$ cat src/rtl/seq_restoring_divider.sv
// Sequential unsigned restoring divider: one quotient bit per clock, MSB first.
// Recovers an operand from a (possibly approximate) product and reports the residue.
module seq_restoring_divider #(
    parameter int unsigned DIVIDEND_W = 16,
    parameter int unsigned DIVISOR_W  = 8
) (
    input  logic                  clk,
    input  logic                  rst,
    input  logic                  in_valid,
    output logic                  in_ready,
    input  logic [DIVIDEND_W-1:0] in_dividend,
    input  logic [DIVISOR_W-1:0]  in_divisor,
    output logic                  out_valid,
    input  logic                  out_ready,
    output logic [DIVIDEND_W-1:0] out_quotient,
    output logic [DIVISOR_W-1:0]  out_remainder,
    output logic                  out_exact,
    output logic                  out_div_zero
);

    localparam int unsigned CNT_W = (DIVIDEND_W > 1) ? $clog2(DIVIDEND_W) : 1;

    typedef enum logic [1:0] {StIdle, StBusy, StDone} state_e;

    state_e                state_q;
    logic [DIVIDEND_W-1:0] quo_q;
    logic [DIVISOR_W:0]    rem_q;
    logic [DIVISOR_W-1:0]  dvs_q;
    logic [CNT_W-1:0]      cnt_q;
    logic                  dz_q;

    logic [DIVISOR_W:0]    rem_shift;
    logic [DIVISOR_W:0]    rem_sub;
    logic                  rem_ge;

    always_comb begin
        rem_shift = {rem_q[DIVISOR_W-1:0], quo_q[DIVIDEND_W-1]};
        rem_sub   = rem_shift - {1'b0, dvs_q};
        rem_ge    = (rem_shift >= {1'b0, dvs_q});
    end

    always_ff @(posedge clk or posedge rst) begin
        if (rst) begin
            state_q       <= StIdle;
            in_ready      <= 1'b1;
            out_valid     <= 1'b0;
            out_quotient  <= '0;
            out_remainder <= '0;
            out_exact     <= 1'b0;
            out_div_zero  <= 1'b0;
            quo_q         <= '0;
            rem_q         <= '0;
            dvs_q         <= '0;
            cnt_q         <= '0;
            dz_q          <= 1'b0;
        end else begin
            case (state_q)
                StIdle: begin
                    if (in_valid && in_ready) begin
                        in_ready <= 1'b0;
                        dvs_q    <= in_divisor;
                        cnt_q    <= CNT_W'(DIVIDEND_W - 1);
                        // Divide-by-zero skips iteration; the working registers carry the result.
                        if (in_divisor == '0) begin
                            quo_q   <= '1;
                            rem_q   <= {1'b0, in_dividend[DIVISOR_W-1:0]};
                            dz_q    <= 1'b1;
                            state_q <= StDone;
                        end else begin
                            quo_q   <= in_dividend;
                            rem_q   <= '0;
                            dz_q    <= 1'b0;
                            state_q <= StBusy;
                        end
                    end
                end
                StBusy: begin
                    quo_q <= {quo_q[DIVIDEND_W-2:0], rem_ge};
                    rem_q <= rem_ge ? rem_sub : rem_shift;
                    if (cnt_q == '0) begin
                        state_q <= StDone;
                    end else begin
                        cnt_q <= cnt_q - 1'b1;
                    end
                end
                StDone: begin
                    // First DONE cycle publishes the result; outputs then hold until taken.
                    if (!out_valid) begin
                        out_quotient  <= quo_q;
                        out_remainder <= rem_q[DIVISOR_W-1:0];
                        out_exact     <= !dz_q && (rem_q == '0);
                        out_div_zero  <= dz_q;
                        out_valid     <= 1'b1;
                    end else if (out_ready) begin
                        out_valid <= 1'b0;
                        in_ready  <= 1'b1;
                        state_q   <= StIdle;
                    end
                end
                default: begin
                    state_q <= StIdle;
                end
            endcase
        end
    end

endmodule
$ cat config.mk
export PLATFORM = sky130hd
export DESIGN_NAME = seq_restoring_divider
export DESIGN_NICKNAME = d
export VERILOG_FILES = /design/src/rtl/seq_restoring_divider.sv
export SDC_FILE = /design/constraint.sdc
export NUM_CORES = 1
export LEC_CHECK = 0
export ABC_AREA = 0
export CORE_ASPECT_RATIO = 0.5
export CORE_MARGIN = 3
export CORE_UTILIZATION = 48
export DETAILED_ROUTE_END_ITERATION = 8
export PLACE_DENSITY_LB_ADDON = 0.05
export SLEW_MARGIN = 20
export SYNTH_ARGS = -nofsm -noshare
export SYNTH_HDL_FRONTEND = slang
export SYNTH_SLANG_ARGS = --single-unit
$ cat constraint.sdc
create_clock -name clk -period 2.05 [get_ports clk]
set_clock_uncertainty 0.1 [all_clocks]
set_input_delay 0.41 -clock clk [delete_from_list [all_inputs] [get_ports clk]]
set_output_delay 0.41 -clock clk [all_outputs]
set_load 0.03 [all_outputs]
Yosys cells after proc, flatten, opt, wreduce, memory -nomap -nowiden. Index checks and enable logic that the tools add are counted.

Add/subtract/negate cells: 2. Magnitude comparators: 1. Equal/unequal tests: 7. Mux-type cells: 23. Bitwise operators: 1. Reduce and logical (&&, ||, !) cells: 15.

Operator list (count): $mux 16 (2); $pmux 16 s2 (1); $mux 9 (2); $pmux 9 s2 (1); $mux 2 (5); $ne 2x2->1 const B (5); $ge 9x8->1 (1); $logic_not 9->1 (1); $sub 9x8->9 (1); $logic_not 8->1 (1); $mux 4 (2); $mux 8 (1); $pmux 4 s2 (1); $reduce_and 4->1 (2); $mux 1 (6); $pmux 2 s3 (1); $reduce_and 2->1 (3); $logic_not 4->1 (1); $reduce_bool 2->1 (2); $sub 4x1->4 const B (1); $reduce_and 3->1 (1); $eq 2x1->1 const B (1); $eq 2x2->1 const B (1); $logic_and 1x1->1 (2); 4 further kinds (4).

Bits in registers: 68. Bits of input ports: 28. Output and inout bits: 28. Word-level logic and storage cells: 61.

Depth between registers and ports, before layout. Gate-level depths: netlist of the first run.

Depth after elaboration: 4. Depth in mapped cells: 8. Mapped depth without buffers: 8.

Worst setup path after synthesis of the first run. Ideal clock, no wire load.

Path type: register to register. Start: register rem_q[2]. End: register rem_q[2]. Arrival: 1.783 ns. Data required time: 1.824 ns. Path slack: 0.041 ns. Stages on the path, launching flop included: 7. Path buffers: 0. Clock period less this slack: 2.009 ns. Cells stage by stage: dfrtp_1 -> ha_1 -> a21o_2 -> a21oi_1 -> a31o_4 -> nand2_1 -> o311a_1.

Longest elaborated chain between the ends: 3.

Ends and longest elaborated chain: start: declaration (RTL line 27) `logic [DIVISOR_W:0] rem_q;`; start signal: assignment (RTL line 66) `rem_q <= {1'b0, in_dividend[DIVISOR_W-1:0]};`; start signal: assignment (RTL line 79) `rem_q <= rem_ge ? rem_sub : rem_shift;`; $ge 9x8->1 (RTL line 39) `rem_ge = (rem_shift >= {1'b0, dvs_q});`; $mux 9 (RTL line 79); $pmux 9 s2 (RTL line 57) `case (state_q)`.

Every way passes these cells. A chain may end at the register's enable or synchronous reset.

Worst setup path after layout of the first run.
Start: register rem_q[2]. End: register rem_q[8].

Longest elaborated chain between the ends: 3.

Ends and longest elaborated chain (RTL line): $sub 9x8->9 or $ge 9x8->1 (tied branches) (38, 39); $mux 9 (*) (79); $pmux 9 s2 (*) (57).

Mark *: on every way between the ends. The rest lies on a longest branch, timed or not.

==> results of run 1 <==
==> cells by family (layout without fill, tap and decap cells) <==
kind of cell,count (synthesis),after routing,synth area share
AO/OA/AOI/OAI,85,85,0.169
XOR/XNOR,5,5,0.0127
adder cells (fa/ha/maj),10,10,0.0385
buffers and inverters,31,142,0.0400
flip-flops,68,68,0.495
multiplexers,26,26,0.0850
AND/OR/NAND/NOR,107,107,0.161
==> stage by stage <==
step                utilization  area [um^2]  hold slack [ns]  setup slack [ns]  TNS (ns)
finish                    0.727         4950            0.331           -0.0181   -0.0181
global route              0.727         4950            0.357           -0.0813    -0.343
CTS                       0.710         4830            0.407          -0.00955  -0.00955
detailed placement        0.657         4470            0.374            -0.333     -5.42
global placement          0.657         4470            0.369            -0.251     -4.14
floorplan                     -         3450            0.350            0.0413         0
==> area by class of cell <==
| class | count | area (um^2) | share of cell area |
|---|---|---|---|
| Multi-Input combinational cell | 233 | 1720 | 0.348 |
| Inverter | 14 | 56.3 | 0.0114 |
| Clock buffer | 12 | 256 | 0.0519 |
| Tap cell | 92 | 115 | 0.0233 |
| Sequential cell | 68 | 1700 | 0.344 |
| Clock inverter | 4 | 47.5 | 0.00961 |
| Timing Repair Buffer | 112 | 1040 | 0.211 |
==> sequential cells by signal, indices dropped and copies added, names as in the netlist <==
name,cells
out_div_zero,1
out_quotient,16
in_ready,1
quo_q,16
dz_q,1
out_valid,1
out_exact,1
out_remainder,8
state_q,2
cnt_q,4
rem_q,9
dvs_q,8
==> path summary, 6_finish.rpt <==
path,from,to,depth (start not counted)
max in group asynchronous,rst,in_ready$_DFFE_PP1P_,3
worst max-delay path,rem_q[2]$_DFFE_PP0P_,rem_q[8]$_DFFE_PP0P_,7
min in group asynchronous,rst,out_quotient[3]$_DFFE_PP0P_,3
worst min-delay path,in_divisor[4],dvs_q[4]$_DFFE_PP0P_,4
worst min register to register,out_quotient[1]$_DFFE_PP0P_,out_quotient[1]$_DFFE_PP0P_,1
worst max register to register,rem_q[2]$_DFFE_PP0P_,rem_q[8]$_DFFE_PP0P_,7
==> worst max-delay path, delay by kind of cell (launching register included) <==
family	cells	cell delay [ns]
buffers and inverters	1	0.09
AOI/OAI and AO/OA	3	0.78
adders and majority gates	1	0.30
DFF	1	0.44
and+or+nand+nor	2	0.27
==> per-layer routing <==
layer	global-route usage	part of all wire	vias up
met3	0.0774	0.082	16
li1	-	-	1421
met5	0	0	-
met2	0.346	0.44	106
met1	0.320	0.46	1442
met4	0.0695	0.017	0
==> cells in the mapped netlist, types with 2 or more instances <==
cell type and number:
or4_4 2, a211oi_1 3, nor3_1 14, mux2_2 26, nor2_1 18, and3_1 3, xnor2_1 2, nor2b_1 4
o22ai_1 3, a31oi_1 3, ha_1 9, o311a_1 4, dfrtp_1 67, nand2b_1 2, xor2_1 3, a22oi_1 10
clkbuf_1 6, nand3_1 4, a21o_1 4, buf_2 8, inv_1 14, o31ai_1 8, a211o_1 2, o21ai_0 23
o211ai_1 3, a21oi_1 13, nor4_1 6, nand2_1 41
==> timing repair <==
item	4_1_cts	5_1_grt
pin swaps	8	15
gates cloned	0	0
gates resized for setup	12	21
setup endpoints to repair	8	10
buffers inserted	1	3
==> report_power, final <==
part | switching (mW) | total (mW) | internal [mW]
combinational | 0.0466 | 0.107 | 0.0603
clock | 0.566 | 1.57 | 1.00
sequential | 0 | 1.34 | 1.34
==> summary.md, run 1 <==
| Metric | Value |
|---|---|
| First-pass iteration count of the detailed router | 5 |
| Vias | 2985 |
| Syn_nets | 370 |
| Num CTS Buffers | 9 |
| Commonest non-fill, non-tap cell in the layout | dfrtp_1 |
| Antenna Diode Count | 0 |
| Tcrit/Tclk final | 1.01 |
| Setup slack, reg-to-reg | -0.02 ns |
| P_leak | roughly 2.3 nW |
| Fill cells | 494 |
| Critical Path AT | 2.22 ns |
| Area Growth Syn to Fin | 43.6% |
| Placed Instances | around 520 |
| I/O pins | 56 |
| DRC | 0 |
| Placer Congestion | roughly 0.85 |
| Share of cells above drive strength 1 | 0.293 |
| Post-synth EDFFs | 0 |
| Mapped Cells | between 300 and 400 |
| Die width | 126 um |
| Routed WL per cell | between 15 and 20 um |
| Vias per inst | ~5.6 |
| Critical path capture point type | flop |
| Global-route wire length before repair | 15000 um |
| CTS sink cnt | slightly below 70 |
| CP max FO | 4 |
| Final Routed Wirelength | 8990 um |
| Cell taking the most area after synthesis | dfrtp_1 |
| CP max stage delay | 0.44 ns |
| Syn Std Cell Area | ~3400 um^2 |
| # H-tree levels | 3 |
| Dpl hpwl | ~6500 um |
| Clock-pin slew on the worst setup and hold paths | 0.06 ns |
| Slew margin rel. | 0.758 |
| Cell Pwr Density | 610 nW/um^2 |
| Slowest cell on the critical path | dfrtp_1 |
| Synth Flop Type | dfrtp_1 |
| Core area | ~7000 um^2 |
| Rows | 21 |
| Setup CP Type | flop to flop |
| Worst slew pin tran | 0.363 ns |
| Starting Density | 0.506 |
| PortBufs | 55 |
| Vias in the first global route | around 3000 |
| Non-filler cells, final | roughly 540 |
| Final setup violation count | 1 |
| Worst hold path class | input pin to flop |
| Design Power | ~3.0 mW |
| Failing checks | negative setup slack |
| Initial antenna violation count | 0 |
| Syn Area/Cell | approximately 10 um^2 |
| Syn. warnings | 0 |
| Hold Fails Final Rpt | 0 |
| DRT antenna net count | 0 |
| Largest net degree at the start of global routing | 69 |
| Fin nets | between 400 and 500 |
| Clock Tree Root | clkbuf_16 |
| Synth cell types | 55 |
| Ordered cell list for the critical path | ha_4 > buf_6 > and3_4 > nand3_4 > a31o_4 > a2111o_1 > a31oi_1 |
| Height of the die | around 66 um |
| Post-CTS Hold Buffers | 0 |
| Max VDD drop | ~0.00044 V |
| Die Area | between 8000 and 9000 um^2 |
| Share of the synthesized area in the top cell type | 0.487 |
| Max Freq | just under 0.5 GHz |
| Most frequent cells in the layout | dfrtp_1 (67), clkdlybuf4s50_1 (51), buf_4 (48), nand2_1 (41), mux2_2 (26) |
| RSZ-0062 raised after global routing | yes |
| Synth top area cells | dfrtp_1 (49%), mux2_2 (8.5%), nand2_1 (4.5%) |
| Sequential area share after synthesis | 0.495 |
| Slew Viols, Final | 0 |
| Worst setup SP type | flop |
| CTS tree | done |
| DR iter-0 viols | about 190 |
| Final WS setup | -0.0181 ns |
| CTS Buffer Depth | 2 |
| Asr flop ratio synth | 1.00 |
| #FFs+latches synth | about 70 |
| Minimum clock period after layout | 2.07 ns |
| Max-Cap Viols | 0 |
| Required @ worst endpoint | 2.21 ns |
| Clk_lat worst skew | 0.33 ns |
| Total grt overflow | 0 |
| GRT Total Usage | 0.231 |
| Status | complete, but fails checks |
(Power assumes the default switching activity.)
==> run 2: changes to the inputs <==
--- a/config.mk
+++ b/config.mk
@@ -8,8 +8,9 @@
 export ABC_AREA = 0
 export CORE_ASPECT_RATIO = 0.5
 export CORE_MARGIN = 3
-export CORE_UTILIZATION = 48
+export CORE_UTILIZATION = 50
 export DETAILED_ROUTE_END_ITERATION = 8
+export DONT_BUFFER_PORTS = 1
 export PLACE_DENSITY_LB_ADDON = 0.05
 export SLEW_MARGIN = 20
 export SYNTH_ARGS = -nofsm -noshare
==> run 2 against run 1 <==
Effect of this change:
- the run now ends clean
- power is 5.2% higher
- cell count fell by 14%
- routed wire length decreased by 4.4%
- register-to-register slack better by 0.03 ns
- hold slack got worse by 0.23 ns
- cell area shrank 14%
- combinational power shrank 65%
==> summary.md, run 2 (synthesis gave the netlist of run 1 again) <==
| Metric | Value |
|---|---|
| Status | finished clean |
| Final WS setup | 0.0166 ns (+0.0348 ns) |
| Largest regs | out_quotient (16), quo_q (16), rem_q (9) |
| Initial antenna violation count | 0 (unchanged) |
| Tcrit/Tclk final | 0.992 (-0.0170) |
| Ordered cell list for the critical path | ha_4 > and3_4 > nand3_2 > a31o_4 > a2111o_1 > a31oi_1 |
| Final Routed Wirelength | 8590 um (-4.4%) |
| CTS sink cnt | 68 (unchanged) |
| Cell Pwr Density | 743 nW/um^2 (+22%) |
| CTS tree | done |
| Global-route wire length before repair | 13900 um (-7.7%) |
| Clock Tree Root | clkbuf_16 |
| Fill cells | 507 (+2.6%) |
| Placement Setup Slack | -0.0801 ns (+0.253 ns) |
| Kind of cell adding the most delay to the critical path | compound AO/OA/AOI/OAI gates |
| Non-filler cells, final | 462 (-14%) |
| Vias in the first global route | 2740 (-9.3%) |
| GRT Total Usage | 0.229 (-0.00212) |
| Slew Viols, Final | 0 (unchanged) |
| Routed WL per cell | 18.6 um (+11%) |
| Placer Congestion | 0.877 (+3.3%) |
| Vias | 2723 (-8.8%) |
| Die width | 123 um (-1.9%) |
| Core area | 6360 um^2 (-6.6%) |
| Share of cells above drive strength 1 | 0.310 (+0.0167) |
| Critical path capture point type | flop |
| I/O pins | 56 (unchanged) |
| Setup CP Type | flop to flop |
| Detail Route met3 WL | 827 um (+12%) |
| Height of the die | 64.7 um (-1.8%) |
| Worst slew pin tran | 0.453 ns (+0.0894 ns) |
| Vias per inst | 5.89 (+5.6%) |
| CTS Buffer Depth | 2 (unchanged) |
| Largest net degree at the start of global routing | 51 (-26%) |
| Fin nets | 407 (-14%) |
| Final setup violation count | 0 (-1) |
| DP Area | 3790 um^2 (-15%) |
| DRC | 0 (unchanged) |
| Clock-pin slew on the worst setup and hold paths | 0.05 ns (about the same) |
| Die Area | 7980 um^2 (-3.7%) |
| Most frequent cells in the layout | dfrtp_1 (67), nand2_1 (41), buf_4 (40), mux2_2 (26), o21ai_0 (21) |
| CP max FO | 5 (+1) |
| Register Area | 1700 um^2 (unchanged) |
| Max Used Layer | met4 |
| Area Growth Syn to Fin | 24.1% |
| PortBufs | 0 (-100%) |
| P_leak | 2.00 nW (-13%) |
| Wire length on met1 | 3970 um (-3.3%) |
| Hold Fails Final Rpt | 0 (unchanged) |
| Max VDD drop | 0.000541 V (+24%) |
| Max Freq | 0.492 GHz (+1.7%) |
| WP depth | 6 (-1) |
| Slew margin rel. | 0.697 (-0.0603) |
| Dpl hpwl | 6090 um (-6.3%) |
| Worst hold path class | input pin to flop |
| Worst setup SP type | flop |
| Setup TNS | 0 ns (+0.0181 ns) |
| Cell depth of the worst hold path | 2 (-2) |
| Post-layout util | 0.672 (-0.0543) |
| Starting Density | 0.542 (+0.0358) |
| Worst hold margin | 0.0979 ns (-0.234 ns) |
| RSZ-0062 raised after global routing | yes |
| Area of the multi-input gates | 1700 um^2 (-1.1%) |
| Max-Cap Viols | 0 (unchanged) |
| Total grt overflow | 0 (unchanged) |
| DRT antenna net count | 0 (unchanged) |
| CP max stage delay | 0.43 ns (about the same) |
| Design Power | 3.18 mW (+5.2%) |
| Slowest cell on the critical path | dfrtp_1 |
| Rows | 20 (-4.8%) |
| Critical Path AT | 2.18 ns (-0.04 ns) |
| First-pass iteration count of the detailed router | 5 (unchanged) |
| Antenna Diode Count | 0 (unchanged) |
| DR iter-0 viols | 222 (+17%) |
| Worst R2R Path Depth | 6 (-1) |
| Routed wl met2 | 3700 um (-7.1%) |
| Minimum clock period after layout | 2.03 ns (-0.0348 ns) |
| # H-tree levels | 3 (unchanged) |
| Num CTS Buffers | 9 (unchanged) |
| Finished Cell Area | 4270 um^2 (-14%) |
| Commonest non-fill, non-tap cell in the layout | dfrtp_1 |
| Placed Instances | 442 (-14%) |
| Buf/Inv on CP | 0 (-1) |
| Required @ worst endpoint | 2.20 ns (about the same) |
| Clk_lat worst skew | 0.33 ns (about the same) |
[run 2: path summary, 6_finish.rpt]
kind                                      startpoint  slack (ns)                          end
worst max-delay path            rem_q[1]$_DFFE_PP0P_        0.02         rem_q[8]$_DFFE_PP0P_
worst max register to register  rem_q[1]$_DFFE_PP0P_        0.02         rem_q[8]$_DFFE_PP0P_
worst min-delay path                   in_divisor[0]         0.1         dvs_q[0]$_DFFE_PP0P_
worst min register to register  in_ready$_DFFE_PP1P_        0.40         in_ready$_DFFE_PP1P_
min in group asynchronous                        rst        0.47  out_quotient[4]$_DFFE_PP0P_
max in group asynchronous                        rst        0.79         dvs_q[5]$_DFFE_PP0P_
[run 2: per-layer routing]
layer | global-route usage | vias up
li1 | - | 1281
met1 | 0.319 | 1329
met2 | 0.329 | 104
met3 | 0.0933 | 9
met4 | 0.0593 | 0
met5 | 0 | -
[run 2: final cells by class]
cell class / count / share of cell area
clock buffers: 10 / 0.0559
multi-input cells: 233 / 0.399
inverters: 14 / 0.0132
clock inverters: 6 / 0.0261
repair buffers: 43 / 0.0820
flip-flops and latches: 68 / 0.398
well taps: 88 / 0.0258
[run 2: power breakdown]
group / switching [mW] / internal, mW / total, mW
logic: 0.0294 / 0.00825 / 0.0377
registers: 0 / 1.34 / 1.34
clock network: 0.574 / 1.22 / 1.79
[run 2: what timing repair did]
item / CTS / global route
pin swaps: 0 / 6
hold buffers: 1 / 0
setup endpoints to repair: 9 / 9
resized for setup: 7 / 15
buffers inserted: 0 / 3
hold endpoints to repair: 17 / 0
[run 2: worst register-to-register path: stages (launching register included)]
cell and delay, ns:
dfrtp_1 0.43, ha_4 0.29, and3_4 0.20, nand3_2 0.09, a31o_4 0.27, a2111o_1 0.40, a31oi_1 0.17
==> run 3: changes to the inputs <==
--- a/config.mk
+++ b/config.mk
@@ -11,7 +11,7 @@
 export CORE_UTILIZATION = 50
 export DETAILED_ROUTE_END_ITERATION = 8
 export DONT_BUFFER_PORTS = 1
-export PLACE_DENSITY_LB_ADDON = 0.05
+export PLACE_DENSITY = 0.68
 export SLEW_MARGIN = 20
 export SYNTH_ARGS = -nofsm -noshare
 export SYNTH_HDL_FRONTEND = slang
==> run 3 against run 2 <==
Effect of this change:
- register-to-register slack hardly changed
- global-route usage is 0.63 points higher
- setup slack worse by 0.014 ns
- maximum frequency is 0.68% lower
- critical endpoint unchanged
- power is 7.0% lower
- non-clock buffer count is 2 higher
- utilization is 0.61 points higher
- highest routed layer unchanged
==> summary.md, run 3 (synthesis gave the netlist of run 1 again) <==
| Metric | Value |
|---|---|
| Starting Density | 0.542 (unchanged) |
| CTS Buffer Depth | 2 (unchanged) |
| Final setup violation count | 0 (unchanged) |
| Non-filler cells, final | 464 (+0.43%) |
| Global-route wire length before repair | 14100 um (+1.4%) |
| Post-layout util | 0.679 (+0.00610) |
| GRT Total Usage | 0.235 (+0.00633) |
| Status | finished clean |
| DRC | 0 (unchanged) |
| Initial antenna violation count | 0 (unchanged) |
| Worst setup SP type | flop |
| CP max FO | 4 (-1) |
| Worst hold path class | input pin to flop |
| P_sw | 0.621 mW (+2.9%) |
| Max Freq | 0.488 GHz (-0.68%) |
| Design Power | 2.95 mW (-7.0%) |
| Cell Pwr Density | 684 nW/um^2 (-7.9%) |
| Critical path capture point type | flop |
| Critical Path End | rem_q[8]$_DFFE_PP0P_ |
| DR iter-0 viols | 178 (-20%) |
| DRT antenna net count | 0 (unchanged) |
| Placer Congestion | 0.881 (+0.48%) |
| Final Routed Wirelength | 8760 um (+1.9%) |
| Largest regs | out_quotient (16), quo_q (16), rem_q (9) |
| Critical Path AT | 2.21 ns (+0.03 ns) |
| Pint | 2.33 mW (-9.3%) |
| Vias | 2769 (+1.7%) |
| Die Area | 7980 um^2 (unchanged) |
| Tcrit/Tclk final | 0.999 (+0.00680) |
| Required @ worst endpoint | 2.21 ns (about the same) |
| Fin nets | 409 (+0.49%) |
| Share of cells above drive strength 1 | 0.324 (+0.0143) |
| Max-Cap Viols | 0 (unchanged) |
| R2r endpoint | rem_q[8]$_DFFE_PP0P_ |
| Setup CP Type | flop to flop |
| Minimum clock period after layout | 2.05 ns (+0.0139 ns) |
| Placed Instances | 443 (+0.23%) |
| I/O pins | 56 (unchanged) |
| Hold Fails Final Rpt | 0 (unchanged) |
| First-pass iteration count of the detailed router | 4 (-1) |
| Height of the die | 64.7 um (unchanged) |
| Clk_lat worst skew | 0.34 ns (about the same) |
| Clock Tree Root | clkbuf_16 |
| CTS tree | done |
| Routed WL per cell | 18.9 um (+1.5%) |
| Dpl hpwl | 6240 um (+2.4%) |
| Area Growth Syn to Fin | 25.3% |
| CTS sink cnt | 68 (unchanged) |
| P_leak | 2.01 nW (+0.26%) |
| Combinational power share | 0.013 (about the same) |
| Most frequent cells in the layout | dfrtp_1 (67), nand2_1 (40), buf_4 (40), mux2_2 (26), o21ai_0 (21) |
| Slew Viols, Final | 0 (unchanged) |
| Slew margin rel. | 0.603 (-0.0942) |
| RSZ-0062 raised after global routing | yes |
| Die width | 123 um (unchanged) |
| Clock-pin slew on the worst setup and hold paths | 0.06 ns (about the same) |
| Commonest non-fill, non-tap cell in the layout | dfrtp_1 |
| Clock share of power | 0.532 (-0.033) |
| Core area | 6360 um^2 (unchanged) |
| Largest net degree at the start of global routing | 38 (-25%) |
| PortBufs | 0 (unchanged) |
| Vias per inst | 5.97 (+1.3%) |
| Worst R2R Path Depth | 7 (+1) |
| Total grt overflow | 0 (unchanged) |
| Worst hold margin | 0.0860 ns (-0.0119 ns) |
| Reg power frac | 0.455 (+0.032) |
| Vias in the first global route | 2758 (+0.66%) |
| Sw frac | 0.210 (+0.0203) |
| Rows | 20 (unchanged) |
| R2R Path Start | rem_q[2]$_DFFE_PP0P_ |
| Worst slew pin tran | 0.594 ns (+0.141 ns) |
| Antenna Diode Count | 0 (unchanged) |
| # H-tree levels | 3 (unchanged) |
| Num CTS Buffers | 9 (unchanged) |
| Max VDD drop | 0.000457 V (-15%) |
| Crit path from | rem_q[2]$_DFFE_PP0P_ |
| Setup slack, reg-to-reg | 0.003 ns (about the same) |
run 3: changes by cell type in the layout (fill, tap and decap cells not counted), sizes merged:
| cell | change |
|---|---|
| clkbuf | +1 |
| inv | +1 |
| bufinv | -2 |
| buf | +2 |
run 3: final cells by class:
type | count | area, um^2
clock inverter | 5 | 60.1
fill | 489 | 2040
multi-input combinational | 233 | 1760
inverter | 14 | 56.3
tap | 88 | 110
timing repair buffer | 45 | 382
sequential | 68 | 1700
clock buffer | 11 | 243
run 3: repair_timing:
action                                 4_1_cts  5_1_grt
setup endpoints to repair                    6        9
hold buffers                                 1        0
endpoints found under the hold margin       23        0
buffers inserted                             0        4
resized for setup                            8       23
pin swaps                                    4       14
run 3: layer usage:
metal / global-route usage / share of wire
met1: 0.321 / 0.46
met2: 0.342 / 0.44
met3: 0.0863 / 0.083
met4: 0.0855 / 0.0099
met5: 0 / 0
run 3: power by group through the flow:
stage | sequential [mW] | clock (mW) | combinational, mW
final | 1.34 | 1.57 | 0.0389
after global routing | 1.34 | 1.66 | 0.0455
after CTS | 1.34 | 1.59 | 0.0411
after detailed placement | 1.37 | 0 | 0.0393
after global placement | 1.37 | 0 | 0.0375
after floorplan | 1.37 | 0 | 0.0242
run 3: worst min path at each step:
stage | depth (start not counted) | endpoint | from | slack, ns
after floorplan | 2 | dvs_q[0]$_DFFE_PP0P_ | dvs_q[0]$_DFFE_PP0P_ | 0.35
after global placement | 1 | out_quotient[3]$_DFFE_PP0P_ | rst | 0.26
after detailed placement | 1 | out_quotient[1]$_DFFE_PP0P_ | rst | 0.28
after CTS | 2 | dvs_q[0]$_DFFE_PP0P_ | in_divisor[0] | 0.08
after global routing | 2 | dvs_q[2]$_DFFE_PP0P_ | in_divisor[2] | 0.08
final | 2 | dvs_q[0]$_DFFE_PP0P_ | in_divisor[0] | 0.09
run 3: stage by stage:
step | setup TNS (ns) | cell area, um^2 | setup slack [ns]
floorplan | 0 | 3450 | 0.0413
finish | 0 | 4310 | 0.00269
global route | -0.322 | 4310 | -0.109
detailed placement | -0.190 | 3810 | -0.0906
CTS | -0.0517 | 4160 | -0.0207
global placement | -0.0525 | 3810 | -0.0341
run 3: critical path, cell delays in order, from the launching register on:
cell,delay [ns]
dfrtp_1,0.41
ha_4,0.28
buf_4,0.11
and3_4,0.20
o21ai_4,0.08
a31o_4,0.26
a2111o_1,0.36
a31oi_1,0.17
